File: src/rtl/skipring_sched.sv
// skipring_sched -- configuration sequencer for a skipring instance.
//
// Holds a DEPTH-entry table of (SEL, MASK, DWELL) entries and applies them to
// the ring in order. Each entry stays active for DWELL ring wraps. A wrap is
// one rising edge of the ring status iST. The sequence can stop after the last
// entry or loop back to entry 0.
//
// Ports
//   iCLK, iRST_N            clock, asynchronous active-low reset
//   iWR/iWADDR/iWSEL/
//   iWMASK/iWDWELL          table write port, accepted in any state
//   iSTART, iSTOP           start (honoured in IDLE only) and abort
//   iLAST, iLOOP            last entry index and loop enable, latched at start
//   iST                     ring status; each rising edge is one wrap
//   oSEL, oMASK, oE, oRST   ring configuration and control (registered)
//   oIDX                    active entry index
//   oBUSY, oDONE            sequencer busy, one-cycle completion pulse
module skipring_sched #(
  parameter  int unsigned LEN     = 16,
  parameter  int unsigned DEPTH   = 4,
  parameter  int unsigned DWELL_W = 16,
  localparam int unsigned AW      = $clog2(DEPTH)
) (
  input  logic               iCLK,
  input  logic               iRST_N,
  input  logic               iWR,
  input  logic [AW-1:0]      iWADDR,
  input  logic [LEN-1:0]     iWSEL,
  input  logic [LEN-1:0]     iWMASK,
  input  logic [DWELL_W-1:0] iWDWELL,
  input  logic               iSTART,
  input  logic               iSTOP,
  input  logic [AW-1:0]      iLAST,
  input  logic               iLOOP,
  input  logic               iST,
  output logic [LEN-1:0]     oSEL,
  output logic [LEN-1:0]     oMASK,
  output logic               oE,
  output logic               oRST,
  output logic [AW-1:0]      oIDX,
  output logic               oBUSY,
  output logic               oDONE
);

  localparam logic [1:0] S_IDLE = 2'd0;
  localparam logic [1:0] S_LOAD = 2'd1;
  localparam logic [1:0] S_RUN  = 2'd2;

  // Configuration table
  logic [LEN-1:0]     tbl_sel_q   [DEPTH];
  logic [LEN-1:0]     tbl_mask_q  [DEPTH];
  logic [DWELL_W-1:0] tbl_dwell_q [DEPTH];

  logic [1:0]         state_q, state_d;
  logic [AW-1:0]      idx_q,   idx_d;
  logic [AW-1:0]      last_q,  last_d;
  logic               loop_q,  loop_d;
  logic [LEN-1:0]     sel_q,   sel_d;
  logic [LEN-1:0]     mask_q,  mask_d;
  logic [DWELL_W-1:0] dwell_q, dwell_d;
  logic [DWELL_W-1:0] cnt_q,   cnt_d;
  logic               e_q,     e_d;
  logic               rst_q,   rst_d;
  logic               busy_q,  busy_d;
  logic               done_q,  done_d;
  logic               st_q;

  logic               wrap;
  logic               expire;

  assign wrap = iST & ~st_q;

  // Dwell expires on the wrap that brings the count to DWELL; a DWELL of 0
  // behaves as 1, so any wrap expires it.
  assign expire = (dwell_q <= DWELL_W'(1)) ? 1'b1
                                           : (cnt_q == (dwell_q - DWELL_W'(1)));

  always_ff @(posedge iCLK or negedge iRST_N) begin
    if (!iRST_N) begin
      for (int unsigned i = 0; i < DEPTH; i++) begin
        tbl_sel_q[i]   <= '0;
        tbl_mask_q[i]  <= '0;
        tbl_dwell_q[i] <= '0;
      end
    end else if (iWR) begin
      tbl_sel_q[iWADDR]   <= iWSEL;
      tbl_mask_q[iWADDR]  <= iWMASK;
      tbl_dwell_q[iWADDR] <= iWDWELL;
    end
  end

  always_comb begin
    state_d = state_q;
    idx_d   = idx_q;
    last_d  = last_q;
    loop_d  = loop_q;
    sel_d   = sel_q;
    mask_d  = mask_q;
    dwell_d = dwell_q;
    cnt_d   = cnt_q;
    e_d     = e_q;
    rst_d   = rst_q;
    busy_d  = busy_q;
    done_d  = 1'b0;

    case (state_q)
      S_IDLE: begin
        e_d   = 1'b0;
        rst_d = 1'b1;
        if (iSTART) begin
          state_d = S_LOAD;
          idx_d   = '0;
          last_d  = iLAST;
          loop_d  = iLOOP;
          busy_d  = 1'b1;
          cnt_d   = '0;
        end
      end
      S_LOAD: begin
        if (iSTOP) begin
          state_d = S_IDLE;
          busy_d  = 1'b0;
          e_d     = 1'b0;
          rst_d   = 1'b1;
        end else begin
          // Reads the registered table, so a same-cycle write to this
          // address is seen only at the entry's next load.
          sel_d   = tbl_sel_q[idx_q];
          mask_d  = tbl_mask_q[idx_q];
          dwell_d = tbl_dwell_q[idx_q];
          cnt_d   = '0;
          e_d     = 1'b1;
          rst_d   = 1'b0;
          state_d = S_RUN;
        end
      end
      S_RUN: begin
        if (iSTOP) begin
          state_d = S_IDLE;
          busy_d  = 1'b0;
          e_d     = 1'b0;
          rst_d   = 1'b1;
          cnt_d   = '0;
        end else if (wrap) begin
          if (expire) begin
            cnt_d = '0;
            e_d   = 1'b0;
            rst_d = 1'b1;
            if (idx_q == last_q) begin
              if (loop_q) begin
                idx_d   = '0;
                state_d = S_LOAD;
              end else begin
                state_d = S_IDLE;
                busy_d  = 1'b0;
                done_d  = 1'b1;
              end
            end else begin
              idx_d   = idx_q + AW'(1);
              state_d = S_LOAD;
            end
          end else begin
            cnt_d = cnt_q + DWELL_W'(1);
          end
        end
      end
      default: begin
        state_d = S_IDLE;
        busy_d  = 1'b0;
        e_d     = 1'b0;
        rst_d   = 1'b1;
      end
    endcase
  end

  always_ff @(posedge iCLK or negedge iRST_N) begin
    if (!iRST_N) begin
      state_q <= S_IDLE;
      idx_q   <= '0;
      last_q  <= '0;
      loop_q  <= 1'b0;
      sel_q   <= '0;
      mask_q  <= '0;
      dwell_q <= '0;
      cnt_q   <= '0;
      e_q     <= 1'b0;
      rst_q   <= 1'b1;
      busy_q  <= 1'b0;
      done_q  <= 1'b0;
      st_q    <= 1'b0;
    end else begin
      state_q <= state_d;
      idx_q   <= idx_d;
      last_q  <= last_d;
      loop_q  <= loop_d;
      sel_q   <= sel_d;
      mask_q  <= mask_d;
      dwell_q <= dwell_d;
      cnt_q   <= cnt_d;
      e_q     <= e_d;
      rst_q   <= rst_d;
      busy_q  <= busy_d;
      done_q  <= done_d;
      st_q    <= iST;
    end
  end

  assign oSEL  = sel_q;
  assign oMASK = mask_q;
  assign oE    = e_q;
  assign oRST  = rst_q;
  assign oIDX  = idx_q;
  assign oBUSY = busy_q;
  assign oDONE = done_q;

endmodule
File: config.mk
export PLATFORM = sky130hd
export DESIGN_NAME = skipring_sched
export DESIGN_NICKNAME = d
export VERILOG_FILES = /design/src/rtl/skipring_sched.sv
export SDC_FILE = /design/constraint.sdc
export NUM_CORES = 1
export LEC_CHECK = 0
export BUFFER_PORTS_ARGS = -buffer_cell sky130_fd_sc_hd__buf_2
export CAP_MARGIN = 10
export CORE_MARGIN = 4
export CORE_UTILIZATION = 54
export DETAILED_ROUTE_END_ITERATION = 8
export GPL_TIMING_DRIVEN = 1
export HOLD_SLACK_MARGIN = 0.02
export PLACE_DENSITY = 0.69
export SYNTH_ARGS = -nofsm -noshare
export SYNTH_HDL_FRONTEND = slang
export SYNTH_SLANG_ARGS = --single-unit
File: constraint.sdc
create_clock -name iCLK -period 5.88 [get_ports iCLK]
set_input_delay 1.764 -clock iCLK [delete_from_list [all_inputs] [get_ports iCLK]]
set_output_delay 1.764 -clock iCLK [all_outputs]
set_load 0.02 [all_outputs]
==> impl_summary.md <==
Run status
The run finished with clean final reports.

Route
The highest metal layer with signal wires is met5. Summed over all layers, the routed wires come to around 25 mm. The iteration-0 DRC count of the detailed router is ~370.

The total number of vias is 7,445. The average wire per standard cell is roughly 19 um. In the detailed route, the total length drawn on met3 is 1.21 mm. In the detailed route, the total length drawn on met2 is between 10 and 15 mm. The iteration count of the initial detailed-routing pass is 4. After detailed routing, the wire length on met1 is approximately 11 mm. In the routed design, unresolved DRC markers number 0. The via density per instance is 5.74.

Once detail routing completed, the nets flagged for antenna violations numbered 0.

Die
The total I/O pin count is slightly below 100. The die is 159 um wide. The core region is roughly 22,000 um^2. The site row count is 54. For this configuration, the core starts out at a cell density of 55.5%.

The floorplan die area is between 20,000 and 30,000 um^2. The vertical die dimension is between 150 and 200 um.

Yosys
Counting flops and latches in the post-synthesis netlist gives ~270. The count of unique library cells instantiated by Yosys is 61. In the synthesized netlist the dominant register cell turns out to be sky130_fd_sc_hd__dfrtp_1. The cell accounting for the most synthesized area is sky130_fd_sc_hd__dfrtp_1. The netlist area before placement is 12,300 um^2. The xor and xnor area share after synthesis is about 2%.

The compound-cell area share of the yosys netlist is under 10%. Yosys attributes the largest share of cell area to sky130_fd_sc_hd__dfrtp_1, sky130_fd_sc_hd__mux2_2, sky130_fd_sc_hd__mux4_2. After Yosys synthesis, full adders, half adders and majority gates account for less than 1% of the synthesized area. The number of nets handed over by synthesis was 980. Of the post-synthesis cell area, the part taken by muxes is between 20% and 30%. Of the total synthesized cell area, the portion taken by AND, OR, NAND and NOR gates is 10.3%.

The mean cell area of the mapped netlist is approximately 13 um^2. Of all flip-flops after synthesis, the portion carrying an async set or reset was 100%. For this run, the number of Yosys warnings is 0. The share of the Yosys chip area taken by registers is 54.7%.

The cell count after synthesis came out at between 900 and 1,000. The area share of the leading cell type in the synthesized netlist is between 50% and 60%. The number of synthesized flops with an enable pin is 0. By area, the combinational part of the netlist is dominated by multiplexers.

Layout
The area added between synthesis and finish is 13.1%. For this run, the share of the core covered by cells in the final layout is between 60 and 70%. After the last flow step, the layout net total stands at about 1,100. The total of fill cells in the finished design is between 1,500 and 2,000. Summing all multi-input logic gate instances after layout gives 5290 um^2. Registers take between 6000 and 7000 um^2. Cells with a size suffix above 1 make up 42.1% of the layout.

Placement
After legalization and detailed placement, the total HPWL measured around 15 mm. The count of buffers added on input and output ports is between 90 and 100. The congestion estimate from routability-driven global placement came to between 0.8 and 0.9.

Worst setup path
STA puts the critical path data arrival time at approximately 3.8 ns. Of all nets on the critical path, the largest fanout is 15. Data on the critical path is required at its endpoint by ~6.3 ns. The critical path in this run is classified as register to register. The setup check on the worst reg-to-reg path leaves a slack of ~2.5 ns.

The kind of launch point of the worst setup path is a register. STA classifies the critical path endpoint as a register.

Global route
The maximum number of pins on one net before global-route repair is between 90 and 100. The number of global-route vias before repair is a little under 8,000. The number of antenna violations at the first check in global routing is 2.

The first global-routing pass estimated approximately 40 mm of wire. In the global route stage, overall resource usage came out at 20.0%. For this run the aggregate overflow at the end of global routing stands at 0.

STA
The actual slew at the worst max-slew pin is ~1.2 ns. Setup violations remaining at the end of the flow were counted as 0. The final count of hold timing violations is 0. The sum of negative setup slack is 0 ns. After layout, the minimum clock period comes to 3.35 ns.

Between clock sinks in the finished design, the worst skew comes to just under 0.02 ns. The max-slew violation total from the final report is 0. After layout, the worst path uses between 50% and 60% of the clock period.

Setup repair after global routing left no endpoint under its margin. The maximum clock frequency is roughly 300 MHz. Measured against its own limit, the worst slew margin works out to 21.3%.

Run
The reported max-cap violation count is 0.

Power
The reported leakage power is approximately 6 nW. The power per cell area is ~420 nW/um^2. The maximum resistive drop on vdd is between 200 and 300 uV.

Clock network
The maximum clock path buffer count is 3. Clock tree synthesis selected as its root buffer the cell sky130_fd_sc_hd__clkbuf_16. The clock latency at the later pin of the worst-skew pair is approximately 0.55 ns. The number of clock sinks is ~270.

The post-cts hold buffer count is 0. The clock buffer count from CTS is 29. The count of cells resized by post-cts repair is 0.

The number of H-tree branching levels is 1. The clock-pin slew of the registers on the worst-case setup and hold paths is approximately 0.06 ns. The clock tree from TritonCTS is yes. The number of buffers added for setup after CTS is 0.

Hold path
In this run the worst hold path is classified as register to register.
path summary, 6_finish.rpt:
path / from / end / cells past startpoint
min in group asynchronous: iRST_N / tbl_dwell_q[26] / 1
worst min-delay path: oMASK[1] / oMASK[1] / 2
worst min register to register: oMASK[1] / oMASK[1] / 2
max in group asynchronous: iRST_N / tbl_sel_q[63] / 2
worst max register to register: dwell_q[0] / cnt_q[8] / 10
worst max-delay path: dwell_q[0] / cnt_q[8] / 10
critical path: stages (launching register included):
cell	delay, ns
sky130_fd_sc_hd__dfrtp_1	0.53
sky130_fd_sc_hd__inv_1	0.13
sky130_fd_sc_hd__ha_1	0.31
sky130_fd_sc_hd__nor3b_4	0.39
sky130_fd_sc_hd__a221o_1	0.21
sky130_fd_sc_hd__o311ai_1	0.09
sky130_fd_sc_hd__nor2_1	0.27
sky130_fd_sc_hd__nor3b_4	0.08
sky130_fd_sc_hd__a41oi_4	0.62
sky130_fd_sc_hd__nand3_4	0.26
sky130_fd_sc_hd__o311ai_2	0.35
layer usage:
| metal | GRT usage [%] | up-vias |
|---|---|---|
| met1 | 28.3 | 3828 |
| met3 | 3.78 | 33 |
| met4 | 4.31 | 2 |
| met2 | 32.7 | 128 |
| met5 | 0 | - |
| li1 | - | 3454 |
sequential cells by signal, summed over array words and instances (netlist names):
register and count:
oMASK 16, oIDX 2, tbl_mask_q 64, cnt_q 16, last_q 2, st_q 1
oBUSY 1, dwell_q 16, loop_q 1, oE 1, oRST 1, tbl_dwell_q 64
tbl_sel_q 64, oSEL 16, oDONE 1, state_q 2
stage by stage:
step                      total power, W  hold slack, ns  instances  setup slack, ns  area (um^2)
final                            0.00589           0.466       1298             2.53        13900
after global routing             0.00625           0.481       1297             2.21        13900
after CTS                        0.00596           0.472       1296             2.50        13900
after detailed placement         0.00425           0.457       1248             2.27        13000
after global placement           0.00420           0.454       1248             2.35        13000
after floorplan                  0.00381           0.472        918             2.55        12300
cells in the final DEF, fill, tap and decap left out, types with 3 or more instances in the layout:
cell / n
sky130_fd_sc_hd__nand4_1: 11
sky130_fd_sc_hd__clkinv_2: 8
sky130_fd_sc_hd__nand2b_1: 4
sky130_fd_sc_hd__xor2_1: 12
sky130_fd_sc_hd__o21ai_0: 8
sky130_fd_sc_hd__mux2_2: 195
sky130_fd_sc_hd__a21oi_1: 7
sky130_fd_sc_hd__ha_1: 3
sky130_fd_sc_hd__xnor2_1: 16
sky130_fd_sc_hd__mux4_2: 48
sky130_fd_sc_hd__nand3b_1: 4
sky130_fd_sc_hd__nor3_1: 5
sky130_fd_sc_hd__inv_1: 13
sky130_fd_sc_hd__nor4_4: 4
sky130_fd_sc_hd__nor4b_1: 3
sky130_fd_sc_hd__clkbuf_16: 29
sky130_fd_sc_hd__clkbuf_1: 3
sky130_fd_sc_hd__nor2_1: 20
sky130_fd_sc_hd__o311ai_2: 4
sky130_fd_sc_hd__o22ai_1: 5
sky130_fd_sc_hd__buf_2: 95
sky130_fd_sc_hd__nand3_1: 15
sky130_fd_sc_hd__clkbuf_8: 5
sky130_fd_sc_hd__nor4_1: 3
sky130_fd_sc_hd__a31oi_1: 6
sky130_fd_sc_hd__buf_4: 9
sky130_fd_sc_hd__nand2_1: 161
sky130_fd_sc_hd__dfrtp_1: 265
kinds of logic after synthesis:
kind of cell    after synthesis
flops                       268
fa+ha+maj                     3
buf+inv                      69
compound gates               51
mux                         244
xor+xnor                     28
simple gates                255
power by group:
group | switching, W | total, W | internal (W)
Combinational | 0.000812 | 0.00162 | 0.000805
Sequential | 0.000315 | 0.00259 | 0.00227
Clock | 0.000724 | 0.00169 | 0.000962
Total | 0.00185 | 0.00589 | 0.00404
cells in the mapped netlist, types with 2 or more instances:
master and count:
sky130_fd_sc_hd__dfrtp_1 267, sky130_fd_sc_hd__mux2_2 195, sky130_fd_sc_hd__nand2_1 162, sky130_fd_sc_hd__mux4_2 48, sky130_fd_sc_hd__clkbuf_1 34, sky130_fd_sc_hd__nor2_1 20, sky130_fd_sc_hd__buf_1 16, sky130_fd_sc_hd__nand3_1 16
sky130_fd_sc_hd__xnor2_1 16, sky130_fd_sc_hd__inv_1 13, sky130_fd_sc_hd__xor2_1 12, sky130_fd_sc_hd__nand4_1 11, sky130_fd_sc_hd__o21ai_0 8, sky130_fd_sc_hd__a21oi_1 7, sky130_fd_sc_hd__a31oi_1 6, sky130_fd_sc_hd__nor3_1 5
sky130_fd_sc_hd__o22ai_1 5, sky130_fd_sc_hd__buf_2 4, sky130_fd_sc_hd__nand2b_1 4, sky130_fd_sc_hd__nand3b_1 4, sky130_fd_sc_hd__nor4_4 4, sky130_fd_sc_hd__o311ai_2 4, sky130_fd_sc_hd__ha_1 3, sky130_fd_sc_hd__nor3b_1 3
sky130_fd_sc_hd__nor4_1 3, sky130_fd_sc_hd__nor4b_1 3, sky130_fd_sc_hd__a21o_1 2, sky130_fd_sc_hd__a221o_1 2, sky130_fd_sc_hd__and3_1 2, sky130_fd_sc_hd__buf_6 2, sky130_fd_sc_hd__nor2b_1 2, sky130_fd_sc_hd__nor3b_4 2
sky130_fd_sc_hd__o211ai_1 2, sky130_fd_sc_hd__o21ai_1 2, sky130_fd_sc_hd__o31ai_1 2, sky130_fd_sc_hd__or2_2 2
layout make-up:
cell class                      count  share of cell area, %
Sequential cell                   268                   48.4
Multi-Input combinational cell    581                   38.1
Clock buffer                       37                   5.81
Timing Repair Buffer              106                   4.17
Tap cell                          280                   2.53
Clock inverter                     11                  0.551
Inverter                           13                  0.352
Antenna cell                        2                 0.0361
No activity file was read; power rests on OpenSTA's default activity.
